<file path="src/rtl/pulse_gate.sv">
// Trigger-synchronous sample gate: forwards n_samples valid ADC samples per
// radar pulse, starting cfg_delay valid samples after each trigger rising edge.
module pulse_gate #(
  parameter int AXIS_DATA_WIDTH = 32
) (
  input  logic                       aclk,
  input  logic                       aresetn,
  input  logic [AXIS_DATA_WIDTH-1:0] s_axis_tdata,
  input  logic                       s_axis_tvalid,
  output logic                       s_axis_tready,
  input  logic                       trig_in,
  input  logic                       enable,
  input  logic [15:0]                cfg_delay,
  input  logic [15:0]                n_samples,
  output logic [AXIS_DATA_WIDTH-1:0] m_axis_tdata,
  output logic                       m_axis_tvalid,
  output logic                       m_axis_tlast,
  input  logic                       m_axis_tready,
  output logic [31:0]                pulse_count,
  output logic                       trig_miss,
  output logic                       overflow,
  output logic                       busy
);

  typedef enum logic [1:0] {IDLE, DELAY, CAPTURE} state_t;

  state_t      state;
  logic        trig_d;
  logic        enable_d;
  logic [15:0] delay_lat;
  logic [15:0] n_lat;
  logic [15:0] delay_cnt;
  logic [15:0] samp_cnt;

  logic        trig_edge;
  logic        start;
  state_t      phase;
  logic [15:0] cur_delay;
  logic [15:0] cur_n;
  logic [15:0] cur_dcnt;
  logic [15:0] cur_scnt;
  logic        delay_done;
  logic        fwd;
  logic        last;

  assign s_axis_tready = 1'b1;
  assign busy          = (state != IDLE);

  // The trigger-edge cycle is processed as the first cycle of the pulse, so its
  // sample already counts toward the delay (or is captured when the delay is 0).
  always_comb begin
    trig_edge  = trig_in & ~trig_d;
    start      = (state == IDLE) & trig_edge & enable & (n_samples != 16'd0);
    phase      = state;
    cur_delay  = delay_lat;
    cur_n      = n_lat;
    cur_dcnt   = delay_cnt;
    cur_scnt   = samp_cnt;
    if (start) begin
      phase     = (cfg_delay == 16'd0) ? CAPTURE : DELAY;
      cur_delay = cfg_delay;
      cur_n     = n_samples;
      cur_dcnt  = 16'd0;
      cur_scnt  = 16'd0;
    end
    delay_done = (phase == DELAY) & s_axis_tvalid & (cur_dcnt == cur_delay - 16'd1);
    fwd        = (phase == CAPTURE) & s_axis_tvalid;
    last       = fwd & (cur_scnt == cur_n - 16'd1);
  end

  always_ff @(posedge aclk) begin
    if (!aresetn) begin
      state         <= IDLE;
      trig_d        <= 1'b0;
      enable_d      <= 1'b0;
      delay_lat     <= 16'd0;
      n_lat         <= 16'd0;
      delay_cnt     <= 16'd0;
      samp_cnt      <= 16'd0;
      m_axis_tdata  <= '0;
      m_axis_tvalid <= 1'b0;
      m_axis_tlast  <= 1'b0;
      pulse_count   <= 32'd0;
      trig_miss     <= 1'b0;
      overflow      <= 1'b0;
    end else begin
      trig_d   <= trig_in;
      enable_d <= enable;

      if (start) begin
        delay_lat <= cfg_delay;
        n_lat     <= n_samples;
      end

      case (phase)
        DELAY: begin
          samp_cnt <= cur_scnt;
          if (delay_done) begin
            state     <= CAPTURE;
            delay_cnt <= 16'd0;
          end else begin
            state     <= DELAY;
            delay_cnt <= s_axis_tvalid ? cur_dcnt + 16'd1 : cur_dcnt;
          end
        end
        CAPTURE: begin
          delay_cnt <= cur_dcnt;
          state     <= last ? IDLE : CAPTURE;
          samp_cnt  <= fwd ? cur_scnt + 16'd1 : cur_scnt;
        end
        default: begin
          state <= IDLE;
        end
      endcase

      // No output buffering: a beat not taken by the integrator is simply lost.
      m_axis_tvalid <= fwd;
      m_axis_tlast  <= last;
      if (fwd) begin
        m_axis_tdata <= s_axis_tdata;
      end

      if (enable & ~enable_d) begin
        pulse_count <= 32'd0;
      end else if (last) begin
        pulse_count <= pulse_count + 32'd1;
      end

      if (trig_edge & (state != IDLE)) begin
        trig_miss <= 1'b1;
      end else if (!enable & (state == IDLE)) begin
        trig_miss <= 1'b0;
      end

      if (m_axis_tvalid & ~m_axis_tready) begin
        overflow <= 1'b1;
      end else if (!enable & (state == IDLE)) begin
        overflow <= 1'b0;
      end
    end
  end

endmodule

</file>
<file path="config.mk">
export PLATFORM = sky130hd
export DESIGN_NAME = pulse_gate
export DESIGN_NICKNAME = d
export VERILOG_FILES = /design/src/rtl/pulse_gate.sv
export SDC_FILE = /design/constraint.sdc
export NUM_CORES = 1
export LEC_CHECK = 0
export CORE_MARGIN = 10
export CORE_UTILIZATION = 57
export DETAILED_ROUTE_END_ITERATION = 16
export PLACE_DENSITY = 0.86
export SETUP_SLACK_MARGIN = 0.5
export SYNTH_ARGS = -nofsm -noshare
export SYNTH_HDL_FRONTEND = slang
export SYNTH_SLANG_ARGS = --single-unit
</file>
<file path="constraint.sdc">
create_clock -name aclk -period 13.3 [get_ports aclk]
set_clock_uncertainty 0.2 [all_clocks]
set_input_delay 3.99 -clock aclk [delete_from_list [all_inputs] [get_ports aclk]]
set_output_delay 3.99 -clock aclk [all_outputs]
set_load 0.02 [all_outputs]
</file>
Word-level counts from Yosys, hierarchy flattened
Cells that the tools add are included.

Bits in writable memories: 0. Output and inout port bits: 70. Input port bits: 70. Register bits: 136. Memories: 0. Bits in read-only memories: 0. Bits in latches: 0. Word-level logic and storage cells: 64.

Shift operators: 0. $lt $le $gt $ge: 0. Mux-type cells: 17. Add/subtract/negate cells: 5. Div/mod/pow operators: 0. Multiply operators: 0. Reductions and logical operators: 9. Bitwise operators: 16. Equal/unequal tests: 4.

Operators by type and width (number): $mux 16 (7); $pmux 16 s2 (2); $add 16x1->16 const B (2); $add 32x1->32 const B (1); $eq 16x16->1 (2); $sub 16x1->16 const B (2); $logic_not 16->1 (1); $reduce_bool 16->1 (1); $and 1x1->1 (12); $mux 2 (4); $reduce_bool 2->1 (4); $not 1->1 (4); $pmux 2 s2 (1); $mux 1 (3); $eq 2x1->1 const B (1); $eq 2x2->1 const B (1); $logic_not 2->1 (1); $reduce_or 2->1 (1); $logic_not 1->1 (1).

Depth between registers and ports, before layout
Word-level depth: 11. Mapped depth: 23. Gate-level depth less buffers: 17.

Worst setup path before layout
Ideal clock, no wire load.

Path type: input to register. Start point: input port trig_in. End point: register delay_cnt[2]. Stages: 18. Setup time: 116 ps. Data required time: 12984 ps. Path slack: 3965 ps. Buffers on the path: 4. Data arrival time: 9018 ps. Cells stage by stage: nor4b_1 > nand2_1 > a21oi_1 > clkbuf_1 > clkbuf_1 > buf_1 > clkbuf_1 > mux2i_1 > ha_1 > or4b_2 > or4_1 > o21ai_0 > a31oi_1 > a221oi_1 > nand4_1 > a211oi_2 > nor2_1 > a31o_2.

Word-level cells in the longest chain between the ends: 10. Elaborated cells between the ends (all ways): 18. Those cells by class: add/sub: 2; eq/ne: 3; mux: 6; bitwise: 6; reduce/logical: 1.

RTL lines: start, declared (RTL line 11) `input logic trig_in,`; $and 1x1->1 (*) (RTL line 52) `trig_edge = trig_in & ~trig_d;`; $and 1x1->1 (*) (3 in series) (RTL line 53) `start = (state == IDLE) & trig_edge & enable & (n_samples != 16'd0);`; $mux 16 / $mux 2 (equally long branches); $sub 16x1->16 / $eq 2x1->1 (equally long branches) (RTL line 66, 95); $eq 16x16->1 / $and 1x1->1 (equally long branches) (RTL line 66) `delay_done = (phase == DELAY) & s_axis_tvalid & (cur_dcnt == cur_delay - 16'd1);`; $and 1x1->1 (RTL line 66); $mux 16 (RTL line 98) `if (delay_done) begin`; $pmux 16 s2 (RTL line 95) `case (phase)`; end signal, assigned (RTL line 103) `delay_cnt <= s_axis_tvalid ? cur_dcnt + 16'd1 : cur_dcnt;`; end signal, assigned (RTL line 107) `delay_cnt <= cur_dcnt;`; end, declared (RTL line 32) `logic [15:0] delay_cnt;`.

Every way passes the cells marked *; elsewhere a longest branch is shown, timed or not. A chain may end at the register's enable or synchronous reset.

Worst setup path in the final report
Start point: input port trig_in. End point: register delay_cnt[13].

Same word-level chain as after synthesis.

==> metrics.cfg <==
[clock_network]
clk_latency_ps=430
clockBufferDepth=2
htree_levels=4
path_clk_slew_ps=60
cts_sinks=136
cts_tree=yes
numCtsBuffers=17
clockRootBuffer=clkbuf_16
post-cts-setup-buffers=0
cts-resized-gates=0
holdBufCountCts=0

[synth]
synthMuxAreaShare=0.0248
synth_xor_area_frac=0.0777
synthTopCellsByArea=dfxtp_1 (37%), nand2_1 (8.6%), a21oi_1 (7.8%), xnor2_1 (5.0%), o21ai_0 (3.8%)
synth_nets=1036
ys_types=63
yosys.area.top_type=dfxtp_1
synth_top_area_frac=0.372
synth_edf_count=0
syn_inst=959
synth_top_family_by_area=simple AND/OR/NAND/NOR gates
synth_compound_area_frac=0.188
ys_seq_area_frac=0.372
avgSynthCellArea_um2=7.64
syn-cell-area_um2=7330
yosysWarnings=0
async_flop_share=0
synth_fa_ha_area_frac=0.0120
ys.flop_type=dfxtp_1
yosys.area_share.simple=0.290
synth_seq_cells=136

[detailed_routing]
drt_iter0_markers=619
wl_per_cell_um=16.7
via_per_inst=5.91
first_pass_iters=5
antenna_left=0
wirelength_um=21000
drc=0
num_vias=7428

[finish]
stdcell_count=1257
nets=1149
final_common_cell=nand2_1
area_delta_synth_final_pct=29.2
design_area_um2=9460
fillCellCount=941
diodes=0
final_cell_mix=nand2_1 (168), clkdlybuf4s50_1 (138), dfxtp_1 (136)
drive_gt1_frac=0.0553

[timing]
tns_ps=0
slew_headroom=0.376
period_minus_slack_ps=9480
setup_ws_ps=3820
final_hold_viol_count=0
period_share=0.713
finalMaxSlewViolations=0
max_clock_freq_ghz=0.105
tightestPinTransition_ps=935
rsz0062_at_grt=false
setup_viol=0

[critical_path]
worst_setup_path_end_kind=flip-flop
rr_startpoint=state[0]
arrival_ps=9590
worstPathRequired_ps=13400
critPathLaunch=trig_in
reg2reg_setup_slack_ps=7460
reg2reg_depth=16
cp_max_fo=48
rr_endpoint=delay_cnt[13]
start_kind=primary input
crit_type=primary input to flip-flop

[power]
leakagePower_nw=3.17
power_density_nw_per_um2=114
ir_worst_vdd_v=0.000100

[min_path]
whs_endpoint=m_axis_tdata[27]
hold_class=flip-flop to flip-flop
hold_path_depth=2
hold_start=m_axis_tdata[27]

[grt]
grt_pass1_wl_um=34800
overflow=0
grt_start_max_net_pins=76
grt_use_total=0.232
antenna_found_initial=0
grt_pass1_vias=6970

[placed_design]
pre_cts_ws_ps=3550
placed_area_um2=8790
globalplace.congestion=0.965
post-dp-hpwl_um=14800
dp.cells=1225
portBuffers=138

[run_status]
status=complete, no violations

[floorplanning]
die_w_um=133
rows=41
die-area_um2=17800
core_area_um2=12600
die-height_um=133
start_util=0.581
ios=140

[flow_run]
max_cap_viol_count=0

==> cells by family after synthesis <==
kind of cell / after synthesis
compound gates: 235
xor+xnor: 65
fa+ha+maj: 7
buf+inv: 66
flops: 136
mux: 18
other cells: 1
simple gates: 431
==> worst max path at each step <==
stage               slack (ps)  depth (start not counted)         endpoint
CTS                       3890                         17    delay_cnt[13]
global route              3310                         17    delay_cnt[10]
finish                    3820                         17    delay_cnt[13]
detailed placement        3550                         18  pulse_count[20]
floorplan                 3970                         18     delay_cnt[2]
global placement          3660                         17     delay_cnt[5]
==> metal layers <==
| metal | share of wire | track usage |
|---|---|---|
| met5 | 0 | 0 |
| met4 | 0.015 | 0.0726 |
| met3 | 0.089 | 0.0707 |
| met2 | 0.46 | 0.365 |
| met1 | 0.43 | 0.298 |
==> flip-flops by register name, summed over array words and instances, names as in the netlist <==
| signal | cells |
|---|---|
| trig_d | 1 |
| n_lat | 16 |
| overflow | 1 |
| trig_miss | 1 |
| delay_cnt | 16 |
| enable_d | 1 |
| delay_lat | 16 |
| m_axis_tlast | 1 |
| state | 2 |
| pulse_count | 32 |
| m_axis_tvalid | 1 |
| m_axis_tdata | 32 |
| samp_cnt | 16 |
==> metrics by stage <==
stage | util | power, mW | hold slack [ps]
5_1_grt | 0.750 | 1.11 | 269
3_5_place_dp | 0.697 | 0.541 | 246
4_1_cts | 0.750 | 1.08 | 254
2_1_floorplan | - | 0.499 | 250
3_3_place_gp | 0.697 | 0.540 | 241
6_report | 0.750 | 1.08 | 252
==> power by group <==
| group | internal [mW] | switching, mW | total (mW) |
|---|---|---|---|
| sequential | 0.412 | 0.00643 | 0.419 |
| clock | 0.352 | 0.188 | 0.541 |
| combinational | 0.0535 | 0.0637 | 0.117 |
==> synth_stat cells, drive strengths merged (4+ instances only) <==
master	instances
nand4	11
dfxtp	136
and4	6
and2	10
clkbuf	42
o21ai	57
a21oi	115
a211oi	8
and3	7
o211ai	11
nor3b	5
nand2b	10
ha	7
buf	9
or4	17
a21o	5
xnor2	42
nor3	23
nand2	168
nand3	43
a31oi	10
inv	15
o22ai	4
o31ai	9
nand3b	9
nor2b	4
or2	4
or3	36
nor2	64
nor4	8
xor2	23
mux2i	17
==> layout make-up <==
class | count | area (um^2) | share of cell area
multi-input combinational | 757 | 4360 | 0.461
sequential | 136 | 2720 | 0.288
timing repair buffer | 145 | 1430 | 0.152
clock buffer | 17 | 425 | 0.0449
clock inverter | 15 | 248 | 0.0262
tap | 172 | 215 | 0.0227
inverter | 15 | 56.3 | 0.00595
==> critical path: stages <==
cell	delay (ps)
clkdlybuf4s50_1	500
nor4b_1	370
nand2_1	260
a21oi_4	310
buf_4	520
mux2i_1	300
ha_1	330
or4b_2	690
or4_1	410
o21ai_0	160
a31oi_1	60
a221oi_1	250
nand4_1	160
a211oi_2	600
nor2_1	280
nand2_1	220
o21ai_0	130
(Power assumes the default switching activity.)
==> RTL change 1, RTL diff (same flow settings) <==
Register the output `pulse_count` once more, without a reset; this adds one clock of latency there. The other outputs are not delayed to match.
--- a/src/rtl/pulse_gate.sv
+++ b/src/rtl/pulse_gate.sv
@@ -24,4 +24,6 @@
 
   typedef enum logic [1:0] {IDLE, DELAY, CAPTURE} state_t;
+
+  logic [31:0] pulse_count_s0;
 
   state_t      state;
@@ -81,5 +83,5 @@
       m_axis_tvalid <= 1'b0;
       m_axis_tlast  <= 1'b0;
-      pulse_count   <= 32'd0;
+      pulse_count_s0 <= 32'd0;
       trig_miss     <= 1'b0;
       overflow      <= 1'b0;
@@ -122,7 +124,7 @@
 
       if (enable & ~enable_d) begin
-        pulse_count <= 32'd0;
+        pulse_count_s0 <= 32'd0;
       end else if (last) begin
-        pulse_count <= pulse_count + 32'd1;
+        pulse_count_s0 <= pulse_count_s0 + 32'd1;
       end
 
@@ -141,4 +143,8 @@
   end
 
+  always_ff @(posedge aclk) begin
+    pulse_count <= pulse_count_s0;
+  end
+
 endmodule
 
Formal check against the unedited RTL: not equivalent (a bounded check fails within 4 cycles, from zero or initial values and one cycle with aresetn low).
==> RTL change 1 against the original RTL <==
- final area grew 11%
- power up 0.34%
- global-route usage is 0.74 points lower
- sequential power grew 23%
- setup slack improved by 0.33 ns
- wire length is 11% higher
- sequential cell count up 32
- synthesized area increased by 17%
- largest power group is now registers
==> RTL change 1: results (changes against the original RTL) <==
status finished clean; Clock Latency Late Sink 0.42 ns; worst-path fanout max 32 (-33%); All-Layer GR Usage 0.225 (-0.00735); Post-Syn Nets 1108 (+6.9%); FF-to-FF setup slack 7.91 ns (+0.45 ns); synth top area cells dfxtp_1 39%, nand2_1 8.7%, mux2i_1 5.1%; clock root cell clkbuf_16; FF-to-FF Start state[1]$_SDFF_PN0_; CTS buffer count 17 (unchanged); Tightest Hold Check Type reg -> reg; Max-cap violations 0 (unchanged); Data arrival, critical path 9.30 ns (-0.29 ns); hold path depth 0 (-2); post-CTS sizing 0 (unchanged); Routability Congestion 0.943 (-2.3%); Synth top cells by count 200 x nand2_1, 168 x dfxtp_1, 56 x nor2_1; worst-case clock buffer depth 2 (unchanged); largest net degree at the start of global routing 77 (+1.3%); DR WL/cell 17.5 um (+4.6%); Synth async-reset ratio 0 (unchanged); share of layout cells above drive strength 1 0.0752 (+0.0199); vias post-DR 7881 (+6.1%); Leak 3.60 nW (+13%); vias in the first global route 7480 (+7.3%); initial antenna violation count 0 (unchanged); Hold EP pulse_count[15]$_DFF_P_; Max-slew headroom 0.188 (-0.188); VDD IR-drop max 0.0914 mV (-9.0%); post-synthesis sequential area ratio 0.392 (+0.0203); die area 20400 um2 (+14%); initial DRC count 687 (+11%); # fillers 1106 (+18%); post-synth cell types 78 (+24%); DP HPWL 16300 um (+10%); DR pass1 iterations 5 (unchanged); clk slew on worst S/H paths 0.06 ns (about the same); ant diodes 0 (unchanged); first-pass GRT wire length 37700 um (+8.2%); CTS H-tree depth 4 (unchanged); Post-synth top flop dfxtp_1; synth warn 0 (unchanged); R2R depth 14 (-2); Post-DP Area 10000 um2 (+14%); Setup Buffers After CTS 0 (unchanged); Net count, final 1211 (+5.4%); Hold Startpoint pulse_count_s0[15]$_SDFFE_PP0P_; largest registers m_axis_tdata: 32 flops, pulse_count: 32 flops, pulse_count_s0: 32 flops; Reg2Reg Capture Point pulse_count_s0[0]$_SDFFE_PP0P_; IO Port Bufs 138 (unchanged)
RTL change 1: metal layers:
layer	track usage	share of wire	up-vias
met2	0.336	0.44	370
met4	0.0668	0.016	0
li1	-	-	3807
met1	0.291	0.43	3671
met5	0	0	-
met3	0.0919	0.11	33
RTL change 1: cells by family after synthesis:
family	count (synthesis)	share of synthesized area
flops	168	0.392
compound gates	169	0.135
fa+ha+maj	7	0.0102
simple gates	506	0.314
buf+inv	78	0.0378
xor+xnor	56	0.0571
mux	46	0.0539
other cells	1	0.000437
RTL change 1: final cells by class:
| type | instances | area [um2] | area share |
|---|---|---|---|
| clock buffers | 21 | 450 | 0.0427 |
| clock inverters | 8 | 52.6 | 0.00499 |
| inverters | 17 | 63.8 | 0.00605 |
| multi-input cells | 785 | 4950 | 0.469 |
| flip-flops and latches | 168 | 3360 | 0.319 |
| well taps | 184 | 230 | 0.0218 |
| repair buffers | 145 | 1430 | 0.136 |
RTL change 1: how the worst max path moves through the flow:
| stage | start | to | slack (ns) | depth (start not counted) |
|---|---|---|---|---|
| 6_report | n_samples[3] | pulse_count_s0[0]$_SDFFE_PP0P_ | 4.15 | 15 |
| 5_1_grt | n_samples[3] | delay_cnt[4]$_SDFFE_PN0P_ | 3.80 | 15 |
| 4_1_cts | n_samples[3] | pulse_count_s0[0]$_SDFFE_PP0P_ | 4.25 | 15 |
| 3_5_place_dp | n_samples[3] | pulse_count_s0[0]$_SDFFE_PP0P_ | 3.85 | 15 |
| 3_3_place_gp | n_samples[3] | delay_cnt[4]$_SDFFE_PN0P_ | 4.05 | 15 |
| 2_1_floorplan | trig_in | delay_cnt[8]$_SDFFE_PN0P_ | 4.55 | 18 |
RTL change 1: stage by stage:
step	instances	hold slack, ns	worst slack [ns]	utilization	total power, W
floorplan	1031	0.143	4.55	-	0.000609
global placement	1299	0.155	4.05	0.685	0.000654
detailed placement	1299	0.163	3.85	0.685	0.000656
CTS	1328	0.173	4.25	0.720	0.00108
global route	1328	0.193	3.80	0.720	0.00112
finish	1328	0.173	4.15	0.720	0.00108
RTL change 1: worst max-delay path, cell delays in order:
cell and delay, ns:
clkdlybuf4s50_1 0.55, or4_4 0.48, nor3_2 0.34, a31oi_4 0.29
mux2i_1 0.29, ha_1 0.24, nor3b_1 0.50, nand2b_1 0.21
a21oi_1 0.07, a311o_1 0.34, a22o_1 0.23, o32ai_1 0.23
nand2b_2 0.62, nor3_1 0.67, mux2i_1 0.24
RTL change 1: power breakdown:
part	total, W	switching (W)	internal, W
clock network	0.000433	0.000193	0.000240
logic	0.000133	0.0000753	0.0000574
registers	0.000515	0.00000727	0.000508
==> RTL change 2, RTL diff (same settings) <==
Made on the original files. Change the parameter `AXIS_DATA_WIDTH` from 32 to 36.
--- a/src/rtl/pulse_gate.sv
+++ b/src/rtl/pulse_gate.sv
@@ -2,5 +2,5 @@
 // radar pulse, starting cfg_delay valid samples after each trigger rising edge.
 module pulse_gate #(
-  parameter int AXIS_DATA_WIDTH = 32
+  parameter int AXIS_DATA_WIDTH = 36
 ) (
   input  logic                       aclk,
Ports: changed (resized m_axis_tdata and s_axis_tdata); port bits go from 140 to 148. The function was not compared with the original's and may differ.
==> RTL change 2 against the original RTL <==
- power decreased by 3.6%
- wire length is 12% higher
- cell count up 6.1%
- setup slack improved by 0.54 ns
- sequential cell count grew 4
- first-iteration DRC count increased by 32%
- final area grew 7.6%
- synthesized area grew 10%
- highest routed layer unchanged
==> RTL change 2: results (changes against the original RTL) <==
Max-slew headroom 0.196 (-0.180); IO Port Bufs 146 (+5.8%); vias per inst 6.14 (+4.0%); vias in the first global route 7798 (+12%); synth top area cells dfxtp_1 35%, nand2_1 9.3%, a21oi_1 5.1%; post-synthesis sequential area ratio 0.347 (-0.0245); Post-Syn Nets 1113 (+7.4%); synthesized instance count 1032 (+7.6%); # fillers 1063 (+13%); placed cell count 1302 (+6.3%); share of layout cells above drive strength 1 0.0589 (+0.00363); first-pass GRT wire length 38700 um (+11%); Synth top cells by count 200 x nand2_1, 140 x dfxtp_1, 83 x a21oi_1; crit path max-delay cell type buf_4; Net count, final 1222 (+6.4%); DR WL/cell 17.6 um (+5.6%); status finished clean; post-synth cell types 84 (+33%); All-Layer GR Usage 0.233 (+0.000350); largest net degree at the start of global routing 84 (+11%); initial DRC count 816 (+32%); Leak 3.78 nW (+19%); DR pass1 iterations 6 (+1); Data arrival, critical path 9.05 ns (-0.54 ns); largest registers m_axis_tdata: 36 flops, pulse_count: 32 flops; worst-path fanout max 78 (+63%); CP top delay family buffers and inverters
[RTL change 2: final cells by class]
cell class / count / area [um2] / share of cell area
multi-input combinational: 819 / 5010 / 0.492
tap: 180 / 225 / 0.0221
timing repair buffer: 154 / 1520 / 0.149
sequential: 140 / 2800 / 0.275
inverter: 9 / 33.8 / 0.00332
clock inverter: 15 / 161 / 0.0158
clock buffer: 17 / 425 / 0.0418
[RTL change 2: cell families after synthesis]
| kind of cell | Yosys count | share of synthesized area |
|---|---|---|
| flip-flops | 140 | 0.347 |
| AND/OR/NAND/NOR | 498 | 0.321 |
| AO/OA/AOI/OAI | 232 | 0.189 |
| buffers and inverters | 73 | 0.0377 |
| multiplexers | 24 | 0.0301 |
| adder cells (fa/ha/maj) | 7 | 0.0108 |
| other | 1 | 0.000464 |
| XOR/XNOR | 57 | 0.0637 |
[RTL change 2: power by group]
| group | leakage (nW) | switching, W | internal [W] |
|---|---|---|---|
| clock | 0.277 | 0.000205 | 0.000264 |
| sequential | 1.13 | 0.00000716 | 0.000424 |
| combinational | 2.37 | 0.0000790 | 0.0000586 |
[RTL change 2: worst min-delay path, cell delays in order (launching register included)]
cell and delay [ns]:
dfxtp_1 0.31, nand2_1 0.05, a21oi_1 0.05
[RTL change 2: final timing paths]
check	cells past startpoint	to	startpoint
worst min-delay path	2	m_axis_tdata[28]$_SDFFE_PN0P_	m_axis_tdata[28]$_SDFFE_PN0P_
worst max register to register	13	delay_cnt[1]$_SDFFE_PN0P_	state[0]$_SDFF_PN0_
worst max-delay path	18	pulse_count[16]$_SDFFE_PP0P_	n_samples[2]
worst min register to register	2	m_axis_tdata[28]$_SDFFE_PN0P_	m_axis_tdata[28]$_SDFFE_PN0P_
[RTL change 2: through the flow]
step / setup slack [ns] / hold slack [ns]
global placement: 4.16 / 0.241
global route: 4.06 / 0.273
finish: 4.36 / 0.253
floorplan: 4.92 / 0.248
detailed placement: 4.06 / 0.246
CTS: 4.47 / 0.254
[RTL change 2: routing by layer]
metal  share of wire  global-route usage  vias up  routed length (um)
met5               0                   0        -                   0
met4           0.031              0.0934        0                 729
met3           0.076              0.0634       58                1790
met2            0.49               0.395      350               11500
met1            0.40               0.270     3849                9460
li1                -                   -     3938                   -
